===== config.mk =====
export PLATFORM = sky130hd
export DESIGN_NAME = pipe_ctrl_flat
export DESIGN_NICKNAME = d
export VERILOG_FILES = /design/src/rtl/pipe_ctrl_pkg.sv /design/src/rtl/pipe_ctrl_if.sv /design/src/rtl/pipe_ctrl_decode.sv /design/src/rtl/pipe_ctrl.sv /design/src/flat_wrapper.sv
export SDC_FILE = /design/constraint.sdc
export NUM_CORES = 1
export LEC_CHECK = 0
export ABC_AREA = 1
export BUFFER_PORTS_ARGS = -buffer_cell sky130_fd_sc_hd__buf_2
export CAP_MARGIN = 40
export CORE_AREA = 2 2 91 71
export DETAILED_ROUTE_END_ITERATION = 8
export DIE_AREA = 0 0 93 73
export HOLD_SLACK_MARGIN = 0.06
export PLACE_DENSITY = 0.44
export SKIP_LAST_GASP = 1
export SLEW_MARGIN = 5
export SYNTH_ARGS = -nofsm -noshare
export SYNTH_HDL_FRONTEND = slang
export SYNTH_SLANG_ARGS = --single-unit

===== constraint.sdc =====
create_clock -name clk -period 2.6 [get_ports clk]
set_input_delay 0.13 -clock clk [delete_from_list [all_inputs] [get_ports clk]]
set_output_delay 0.13 -clock clk [all_outputs]
set_load 0.01 [all_outputs]

===== src/rtl/pipe_ctrl_pkg.sv =====
// Shared opcode, ALU-op and control-bundle definitions for the pipeline
// control unit.
package pipe_ctrl_pkg;

    localparam logic [5:0] OP_RTYPE = 6'd0;
    localparam logic [5:0] OP_J     = 6'd2;
    localparam logic [5:0] OP_JAL   = 6'd3;
    localparam logic [5:0] OP_BEQ   = 6'd4;
    localparam logic [5:0] OP_BNE   = 6'd5;
    localparam logic [5:0] OP_ADDI  = 6'd8;
    localparam logic [5:0] OP_SLTI  = 6'd10;
    localparam logic [5:0] OP_ANDI  = 6'd12;
    localparam logic [5:0] OP_ORI   = 6'd13;
    localparam logic [5:0] OP_LW    = 6'd35;
    localparam logic [5:0] OP_SW    = 6'd43;

    localparam logic [2:0] ALU_ADD   = 3'b000;
    localparam logic [2:0] ALU_SUB   = 3'b001;
    localparam logic [2:0] ALU_FUNCT = 3'b010;
    localparam logic [2:0] ALU_AND   = 3'b011;
    localparam logic [2:0] ALU_OR    = 3'b100;
    localparam logic [2:0] ALU_SLT   = 3'b101;

    typedef struct packed {
        logic       alu_src;
        logic [2:0] alu_op;
        logic       branch;
        logic       branch_ne;
    } ex_ctl_t;

    typedef struct packed {
        logic mem_read;
        logic mem_write;
    } mem_ctl_t;

    typedef struct packed {
        logic reg_write;
        logic mem_to_reg;
        logic link;
    } wb_ctl_t;

    // Grouped per consuming stage so later pipeline registers keep only
    // the fields still needed downstream.
    typedef struct packed {
        ex_ctl_t  ex;
        mem_ctl_t mem;
        wb_ctl_t  wb;
    } ctl_t;

    function automatic logic is_jump_op(input logic [5:0] op);
        return (op == OP_J) || (op == OP_JAL);
    endfunction

endpackage


===== src/rtl/pipe_ctrl_if.sv =====
// Signal bundle between the MIPS datapath (master) and the pipeline
// control unit (slave).
interface pipe_ctrl_if #(parameter int REG_AW = 5);

    logic              id_valid;
    logic [5:0]        id_op;
    logic [REG_AW-1:0] id_rs;
    logic [REG_AW-1:0] id_rt;
    logic [REG_AW-1:0] id_rd;
    logic              ex_branch_taken;

    logic              pc_write;
    logic              ifid_write;
    logic              ifid_flush;
    logic              id_jump;
    logic              ex_alu_src;
    logic [2:0]        ex_alu_op;
    logic              ex_branch;
    logic              ex_branch_ne;
    logic              mem_read;
    logic              mem_write;
    logic              wb_reg_write;
    logic              wb_mem_to_reg;
    logic              wb_link;
    logic [REG_AW-1:0] wb_dst;

    modport master (
        output id_valid, id_op, id_rs, id_rt, id_rd, ex_branch_taken,
        input  pc_write, ifid_write, ifid_flush, id_jump,
        input  ex_alu_src, ex_alu_op, ex_branch, ex_branch_ne,
        input  mem_read, mem_write,
        input  wb_reg_write, wb_mem_to_reg, wb_link, wb_dst
    );

    modport slave (
        input  id_valid, id_op, id_rs, id_rt, id_rd, ex_branch_taken,
        output pc_write, ifid_write, ifid_flush, id_jump,
        output ex_alu_src, ex_alu_op, ex_branch, ex_branch_ne,
        output mem_read, mem_write,
        output wb_reg_write, wb_mem_to_reg, wb_link, wb_dst
    );

endinterface


===== src/rtl/pipe_ctrl_decode.sv =====
// Combinational ID-stage decode: opcode to control bundle, destination
// register and source-register usage.
module pipe_ctrl_decode
    import pipe_ctrl_pkg::*;
#(
    parameter int REG_AW  = 5,
    parameter bit EXT_OPS = 1'b1
) (
    input  logic              valid,
    input  logic [5:0]        op,
    input  logic [REG_AW-1:0] rt,
    input  logic [REG_AW-1:0] rd,
    output ctl_t              ctl,
    output logic              jump,
    output logic [REG_AW-1:0] dst,
    output logic              uses_rs,
    output logic              uses_rt
);

    always_comb begin
        ctl     = '0;
        jump    = 1'b0;
        dst     = '0;
        uses_rs = 1'b0;
        uses_rt = 1'b0;
        if (valid) begin
            uses_rs = !is_jump_op(op);
            uses_rt = (op == OP_RTYPE) || (op == OP_SW) || (op == OP_BEQ) || (op == OP_BNE);
            case (op)
                OP_RTYPE: begin
                    ctl.wb.reg_write = 1'b1;
                    ctl.ex.alu_op    = ALU_FUNCT;
                    dst              = rd;
                end
                OP_LW: begin
                    ctl.ex.alu_src    = 1'b1;
                    ctl.mem.mem_read  = 1'b1;
                    ctl.wb.mem_to_reg = 1'b1;
                    ctl.wb.reg_write  = 1'b1;
                    ctl.ex.alu_op     = ALU_ADD;
                    dst               = rt;
                end
                OP_SW: begin
                    ctl.ex.alu_src    = 1'b1;
                    ctl.mem.mem_write = 1'b1;
                    ctl.ex.alu_op     = ALU_ADD;
                end
                OP_BEQ: begin
                    ctl.ex.branch = 1'b1;
                    ctl.ex.alu_op = ALU_SUB;
                end
                OP_J: jump = 1'b1;
                default: begin
                    // Extended opcodes decode as a bubble on minimal cores.
                    if (EXT_OPS) begin
                        case (op)
                            OP_BNE: begin
                                ctl.ex.branch    = 1'b1;
                                ctl.ex.branch_ne = 1'b1;
                                ctl.ex.alu_op    = ALU_SUB;
                            end
                            OP_ADDI, OP_ANDI, OP_ORI, OP_SLTI: begin
                                ctl.ex.alu_src   = 1'b1;
                                ctl.wb.reg_write = 1'b1;
                                dst              = rt;
                                case (op)
                                    OP_ANDI: ctl.ex.alu_op = ALU_AND;
                                    OP_ORI:  ctl.ex.alu_op = ALU_OR;
                                    OP_SLTI: ctl.ex.alu_op = ALU_SLT;
                                    default: ctl.ex.alu_op = ALU_ADD;
                                endcase
                            end
                            OP_JAL: begin
                                jump             = 1'b1;
                                ctl.wb.reg_write = 1'b1;
                                ctl.wb.link      = 1'b1;
                                dst              = REG_AW'(31);
                            end
                            default: ;
                        endcase
                    end
                end
            endcase
        end
    end

endmodule


===== src/rtl/pipe_ctrl.sv =====
// Pipeline control: ID decode carried through ID/EX, EX/MEM and MEM/WB,
// plus load-use stall and branch/jump flush generation.
module pipe_ctrl
    import pipe_ctrl_pkg::*;
#(
    parameter int REG_AW  = 5,
    parameter bit EXT_OPS = 1'b1
) (
    input  logic       clk,
    input  logic       rst_n,
    pipe_ctrl_if.slave bus
);

    ctl_t              id_ctl;
    logic              id_jump_raw;
    logic [REG_AW-1:0] id_dst;
    logic              uses_rs;
    logic              uses_rt;

    ctl_t              idex_ctl;
    logic [REG_AW-1:0] idex_dst;
    mem_ctl_t          exmem_mem;
    wb_ctl_t           exmem_wb;
    logic [REG_AW-1:0] exmem_dst;
    wb_ctl_t           memwb_wb;
    logic [REG_AW-1:0] memwb_dst;

    logic              load_use;
    logic              stall;

    pipe_ctrl_decode #(
        .REG_AW  (REG_AW),
        .EXT_OPS (EXT_OPS)
    ) u_decode (
        .valid   (bus.id_valid),
        .op      (bus.id_op),
        .rt      (bus.id_rt),
        .rd      (bus.id_rd),
        .ctl     (id_ctl),
        .jump    (id_jump_raw),
        .dst     (id_dst),
        .uses_rs (uses_rs),
        .uses_rt (uses_rt)
    );

    assign load_use = idex_ctl.mem.mem_read && (idex_dst != '0) &&
                      ((uses_rs && (idex_dst == bus.id_rs)) ||
                       (uses_rt && (idex_dst == bus.id_rt)));
    // A taken branch squashes the dependent instruction anyway, so it wins.
    assign stall = load_use && !bus.ex_branch_taken;

    always_comb begin
        bus.pc_write   = 1'b1;
        bus.ifid_write = 1'b1;
        bus.ifid_flush = 1'b0;
        bus.id_jump    = 1'b0;
        if (!rst_n) begin
            bus.pc_write   = 1'b0;
            bus.ifid_write = 1'b0;
            bus.ifid_flush = 1'b1;
        end else if (bus.ex_branch_taken) begin
            bus.ifid_flush = 1'b1;
            bus.id_jump    = id_jump_raw;
        end else if (stall) begin
            bus.pc_write   = 1'b0;
            bus.ifid_write = 1'b0;
        end else begin
            bus.id_jump    = id_jump_raw;
            bus.ifid_flush = id_jump_raw;
        end
    end

    always_ff @(posedge clk) begin
        if (!rst_n) begin
            idex_ctl  <= '0;
            idex_dst  <= '0;
            exmem_mem <= '0;
            exmem_wb  <= '0;
            exmem_dst <= '0;
            memwb_wb  <= '0;
            memwb_dst <= '0;
        end else begin
            if (bus.ex_branch_taken || stall) begin
                idex_ctl <= '0;
                idex_dst <= '0;
            end else begin
                idex_ctl <= id_ctl;
                idex_dst <= id_dst;
            end
            exmem_mem <= idex_ctl.mem;
            exmem_wb  <= idex_ctl.wb;
            exmem_dst <= idex_dst;
            memwb_wb  <= exmem_wb;
            memwb_dst <= exmem_dst;
        end
    end

    assign bus.ex_alu_src    = idex_ctl.ex.alu_src;
    assign bus.ex_alu_op     = idex_ctl.ex.alu_op;
    assign bus.ex_branch     = idex_ctl.ex.branch;
    assign bus.ex_branch_ne  = idex_ctl.ex.branch_ne;
    assign bus.mem_read      = exmem_mem.mem_read;
    assign bus.mem_write     = exmem_mem.mem_write;
    assign bus.wb_reg_write  = memwb_wb.reg_write;
    assign bus.wb_mem_to_reg = memwb_wb.mem_to_reg;
    assign bus.wb_link       = memwb_wb.link;
    assign bus.wb_dst        = memwb_dst;

endmodule


===== src/flat_wrapper.sv =====
// flat-port wrapper written by rule: the top's interface ports become plain ports
module pipe_ctrl_flat import pipe_ctrl_pkg::*;
#(
    parameter int REG_AW  = 5,
    parameter bit EXT_OPS = 1'b1
)
  (clk, rst_n, bus_id_valid, bus_id_op, bus_id_rs, bus_id_rt, bus_id_rd, bus_ex_branch_taken, bus_pc_write, bus_ifid_write, bus_ifid_flush, bus_id_jump, bus_ex_alu_src, bus_ex_alu_op, bus_ex_branch, bus_ex_branch_ne, bus_mem_read, bus_mem_write, bus_wb_reg_write, bus_wb_mem_to_reg, bus_wb_link, bus_wb_dst);
  pipe_ctrl_if #(.REG_AW(REG_AW)) bus_i ();
  input  logic clk;
  input  logic rst_n;
  input wire logic [$bits(bus_i.id_valid)-1:0] bus_id_valid;
  input wire logic [$bits(bus_i.id_op)-1:0] bus_id_op;
  input wire logic [$bits(bus_i.id_rs)-1:0] bus_id_rs;
  input wire logic [$bits(bus_i.id_rt)-1:0] bus_id_rt;
  input wire logic [$bits(bus_i.id_rd)-1:0] bus_id_rd;
  input wire logic [$bits(bus_i.ex_branch_taken)-1:0] bus_ex_branch_taken;
  output wire logic [$bits(bus_i.pc_write)-1:0] bus_pc_write;
  output wire logic [$bits(bus_i.ifid_write)-1:0] bus_ifid_write;
  output wire logic [$bits(bus_i.ifid_flush)-1:0] bus_ifid_flush;
  output wire logic [$bits(bus_i.id_jump)-1:0] bus_id_jump;
  output wire logic [$bits(bus_i.ex_alu_src)-1:0] bus_ex_alu_src;
  output wire logic [$bits(bus_i.ex_alu_op)-1:0] bus_ex_alu_op;
  output wire logic [$bits(bus_i.ex_branch)-1:0] bus_ex_branch;
  output wire logic [$bits(bus_i.ex_branch_ne)-1:0] bus_ex_branch_ne;
  output wire logic [$bits(bus_i.mem_read)-1:0] bus_mem_read;
  output wire logic [$bits(bus_i.mem_write)-1:0] bus_mem_write;
  output wire logic [$bits(bus_i.wb_reg_write)-1:0] bus_wb_reg_write;
  output wire logic [$bits(bus_i.wb_mem_to_reg)-1:0] bus_wb_mem_to_reg;
  output wire logic [$bits(bus_i.wb_link)-1:0] bus_wb_link;
  output wire logic [$bits(bus_i.wb_dst)-1:0] bus_wb_dst;
  assign bus_i.id_valid = bus_id_valid;
  assign bus_i.id_op = bus_id_op;
  assign bus_i.id_rs = bus_id_rs;
  assign bus_i.id_rt = bus_id_rt;
  assign bus_i.id_rd = bus_id_rd;
  assign bus_i.ex_branch_taken = bus_ex_branch_taken;
  assign bus_pc_write = bus_i.pc_write;
  assign bus_ifid_write = bus_i.ifid_write;
  assign bus_ifid_flush = bus_i.ifid_flush;
  assign bus_id_jump = bus_i.id_jump;
  assign bus_ex_alu_src = bus_i.ex_alu_src;
  assign bus_ex_alu_op = bus_i.ex_alu_op;
  assign bus_ex_branch = bus_i.ex_branch;
  assign bus_ex_branch_ne = bus_i.ex_branch_ne;
  assign bus_mem_read = bus_i.mem_read;
  assign bus_mem_write = bus_i.mem_write;
  assign bus_wb_reg_write = bus_i.wb_reg_write;
  assign bus_wb_mem_to_reg = bus_i.wb_mem_to_reg;
  assign bus_wb_link = bus_i.wb_link;
  assign bus_wb_dst = bus_i.wb_dst;
  pipe_ctrl #(.REG_AW(REG_AW), .EXT_OPS(EXT_OPS)) u_core (.clk(clk), .rst_n(rst_n), .bus(bus_i));
endmodule

==> flow_summary.json <==
{
  "status": "finished clean",
  "avgRoutedWirePerCell_um": 9.713,
  "cts.hold.buffers_added": 0,
  "diodes": 0,
  "nFillCells": 687,
  "cts_max_path_buffers": 2,
  "worstPathMaxFanout": 4,
  "clk_latency_ns": 0.28,
  "syn_avg_cell_area_um2": 6.927,
  "die_y_um": 73,
  "hold_violations": 0,
  "ys_warn_count": 0,
  "synth_seq_cells": 32,
  "cts_repair_resize_count": 0,
  "setup_tns_ns": 0,
  "synth_area_leaders": "dfxtp_1 45%, nand2_1 13%, inv_1 11%",
  "p_leak_nw": 1.024,
  "synth.distinct_cells": 20,
  "wl_mm": 3.215,
  "synth_area_mm2": 0.001420,
  "area_delta_synth_final_pct": 25.55,
  "crit_type": "reg -> out",
  "vias": 1260,
  "grt_first_pass_wirelength_mm": 5.264,
  "finalMaxSlewViolations": 0,
  "cts_tree": "yes",
  "ctsHtreeMaxLevel": 2,
  "final_util": 0.2969,
  "syn_inst": 205,
  "clockRootBuffer": "clkbuf_8",
  "path_buf_inv": 3,
  "first_pass_iters": 4,
  "die_area_mm2": 0.006789,
  "rr_worst_depth": 8,
  "r2r_end": "u_core.idex_dst[2]$_SDFF_PP0_",
  "endpoint_kind": "output port",
  "start_util": 0.2365,
  "min-delay-start": "bus_id_rt[1]",
  "crit_top_cell": "nand2_1",
  "drcViolationCount": 0,
  "drive_gt1_frac": 0.2360,
  "clkSlewWorstSetupHoldPaths_ns": 0.07,
  "period_minus_slack_ns": 1.719,
  "rsz0062_at_grt": "no",
  "rows": 25,
  "reg2reg_slack_ns": 1.12,
  "slew_headroom": 0.7765,
  "worstPathCellList": "inv_1, nand2_1, nand2_1, nor2_1, nand2_1, nor2_1, nand2_1, nand2_2, nand3_1, nand2_1, inv_1, buf_2",
  "yosysTopAreaCellShare": 0.4511,
  "min_path_cells": 3,
  "overflow": 0,
  "core_mm2": 0.006006,
  "finalSetupViolCount": 0,
  "ios": 45,
  "place_congestion": 0.8423,
  "grt_max_degree": 21,
  "critPathTopFamily": "simple AND/OR/NAND/NOR gates",
  "post-route-period-util": 0.6613,
  "whs_endpoint": "u_core.idex_dst[1]$_SDFF_PP0_",
  "synth_nets": 230,
  "dp_hpwl_mm": 2.524,
  "cts_sinks": 32,
  "r2r_start": "u_core.idex_dst[4]$_SDFF_PP0_",
  "die_w_um": 93,
  "drt_iter0_drc": 49,
  "antenna_left": 0,
  "fmax_mhz": 581.6,
  "num-nets-final": 274,
  "grt_pass1_vias": 1144,
  "post_cts_buffers": 0,
  "peakVddDrop_mv": 0.1564,
  "via_per_inst": 3.807,
  "port_buffers": 44,
  "critPathArrivalTime_ns": 1.59,
  "cp_slowest_cell": "dfxtp_1",
  "ys_seq_area_frac": 0.4511,
  "min_path_type": "in -> reg",
  "worstPathRequired_ns": 2.47,
  "grt_usage": 0.1026,
  "pwr_density_cell_mw_per_mm2": 540.5,
  "antenna_found_initial": 0,
  "maxCapViolations": 0,
  "crit_path_max_incr_delay_ns": 0.38,
  "cts_buffers": 5,
  "clock-skew-final_ns": 0.006413,
  "worst_pin_slew_ns": 0.3353,
  "yosysTopAreaCell": "dfxtp_1",
  "cp-start-kind": "register"
}
## Yosys cell counts, drive strengths merged
| cell type | count |
|---|---|
| nand2 | 54 |
| inv | 42 |
| dfxtp | 32 |
| nor2 | 32 |
| nand3 | 18 |
| buf | 6 |
| a21oi | 5 |
| xnor2 | 5 |
| o21ai | 4 |
| nor3 | 3 |
| clkbuf | 1 |
| o2111a | 1 |
| o22ai | 1 |
| or2 | 1 |
## cell type report
cell class / count / area [um^2] / share of cell area
Inverter: 42 / 157.7 / 0.08842
Tap cell: 81 / 101.3 / 0.05684
Multi-Input combinational cell: 124 / 573.1 / 0.3214
Timing Repair Buffer: 44 / 220.2 / 0.1235
Clock buffer: 8 / 90.09 / 0.05053
Sequential cell: 32 / 640.6 / 0.3593
## stage by stage
step / worst slack [ns] / area (um^2) / power [W] / hold WS (ns) / std cells
6_report: 0.8807 / 1783 / 0.0009638 / 0.1270 / 331
5_1_grt: 0.6637 / 1783 / 0.001018 / 0.1400 / 331
4_1_cts: 0.8443 / 1783 / 0.0009844 / 0.1204 / 331
3_5_place_dp: 1.075 / 1693 / 0.0005875 / 0.3954 / 323
3_3_place_gp: 1.072 / 1693 / 0.0005882 / 0.3939 / 323
2_1_floorplan: 1.270 / 1420 / 0.0005519 / 0.2848 / 205
## cell families (layout without fill, tap and decap cells)
family / Yosys count / in the layout / share of synthesized area
and+or+nand+nor: 108 / 108 / 0.3286
buffers and inverters: 49 / 94 / 0.1454
DFF: 32 / 32 / 0.4511
AOI/OAI and AO/OA: 11 / 11 / 0.04405
xor gates and xnor gates: 5 / 5 / 0.03084
## tightest hold or removal path, stage by stage
cell and delay [ns]:
buf_2 0.10, a21oi_1 0.06, nor2_1 0.08
## layout by cell type (no fill, tap or decap)
cell type	synthesis	routed
buf_2	0	44
clkbuf_1	1	2
nand2_2	3	3
nor2_2	2	2
a21oi_1	5	5
o21ai_0	4	4
nor2_4	2	2
or2_2	1	1
nand3_2	1	1
nor2_1	28	28
inv_1	42	42
nand3_1	17	17
nor3_1	3	3
xnor2_1	5	5
nand2_1	51	51
o22ai_1	1	1
dfxtp_1	32	32
clkbuf_8	0	6
o2111a_1	1	1
## worst max-delay path by stage
stage | start | end | cells after the start
2_1_floorplan | u_core.idex_dst[4]$_SDFF_PP0_ | bus_pc_write | 9
3_3_place_gp | bus_id_op[2] | u_core.bus.ex_branch$_SDFF_PP0_ | 10
3_5_place_dp | bus_id_op[2] | u_core.idex_ctl[3]$_SDFF_PP0_ | 10
4_1_cts | u_core.idex_dst[1]$_SDFF_PP0_ | bus_pc_write | 12
5_1_grt | u_core.idex_dst[0]$_SDFF_PP0_ | bus_pc_write | 12
6_report | u_core.idex_dst[1]$_SDFF_PP0_ | bus_ifid_write | 12
## report_power, final
part | internal (W) | leakage [nW] | switching [W]
clock network | 0.000216 | 0.0455 | 0.000172
registers | 0.000492 | 0.258 | 0.00000111
logic | 0.0000326 | 0.721 | 0.0000499
total | 0.000740 | 1.02 | 0.000223
## metal layers
layer / GRT usage / share of wire
met1: 0.1449 / 0.54
met2: 0.1385 / 0.36
met3: 0.03512 / 0.071
met4: 0.04902 / 0.021
met5: 0 / 0
No activity file was read; power rests on OpenSTA's default activity.
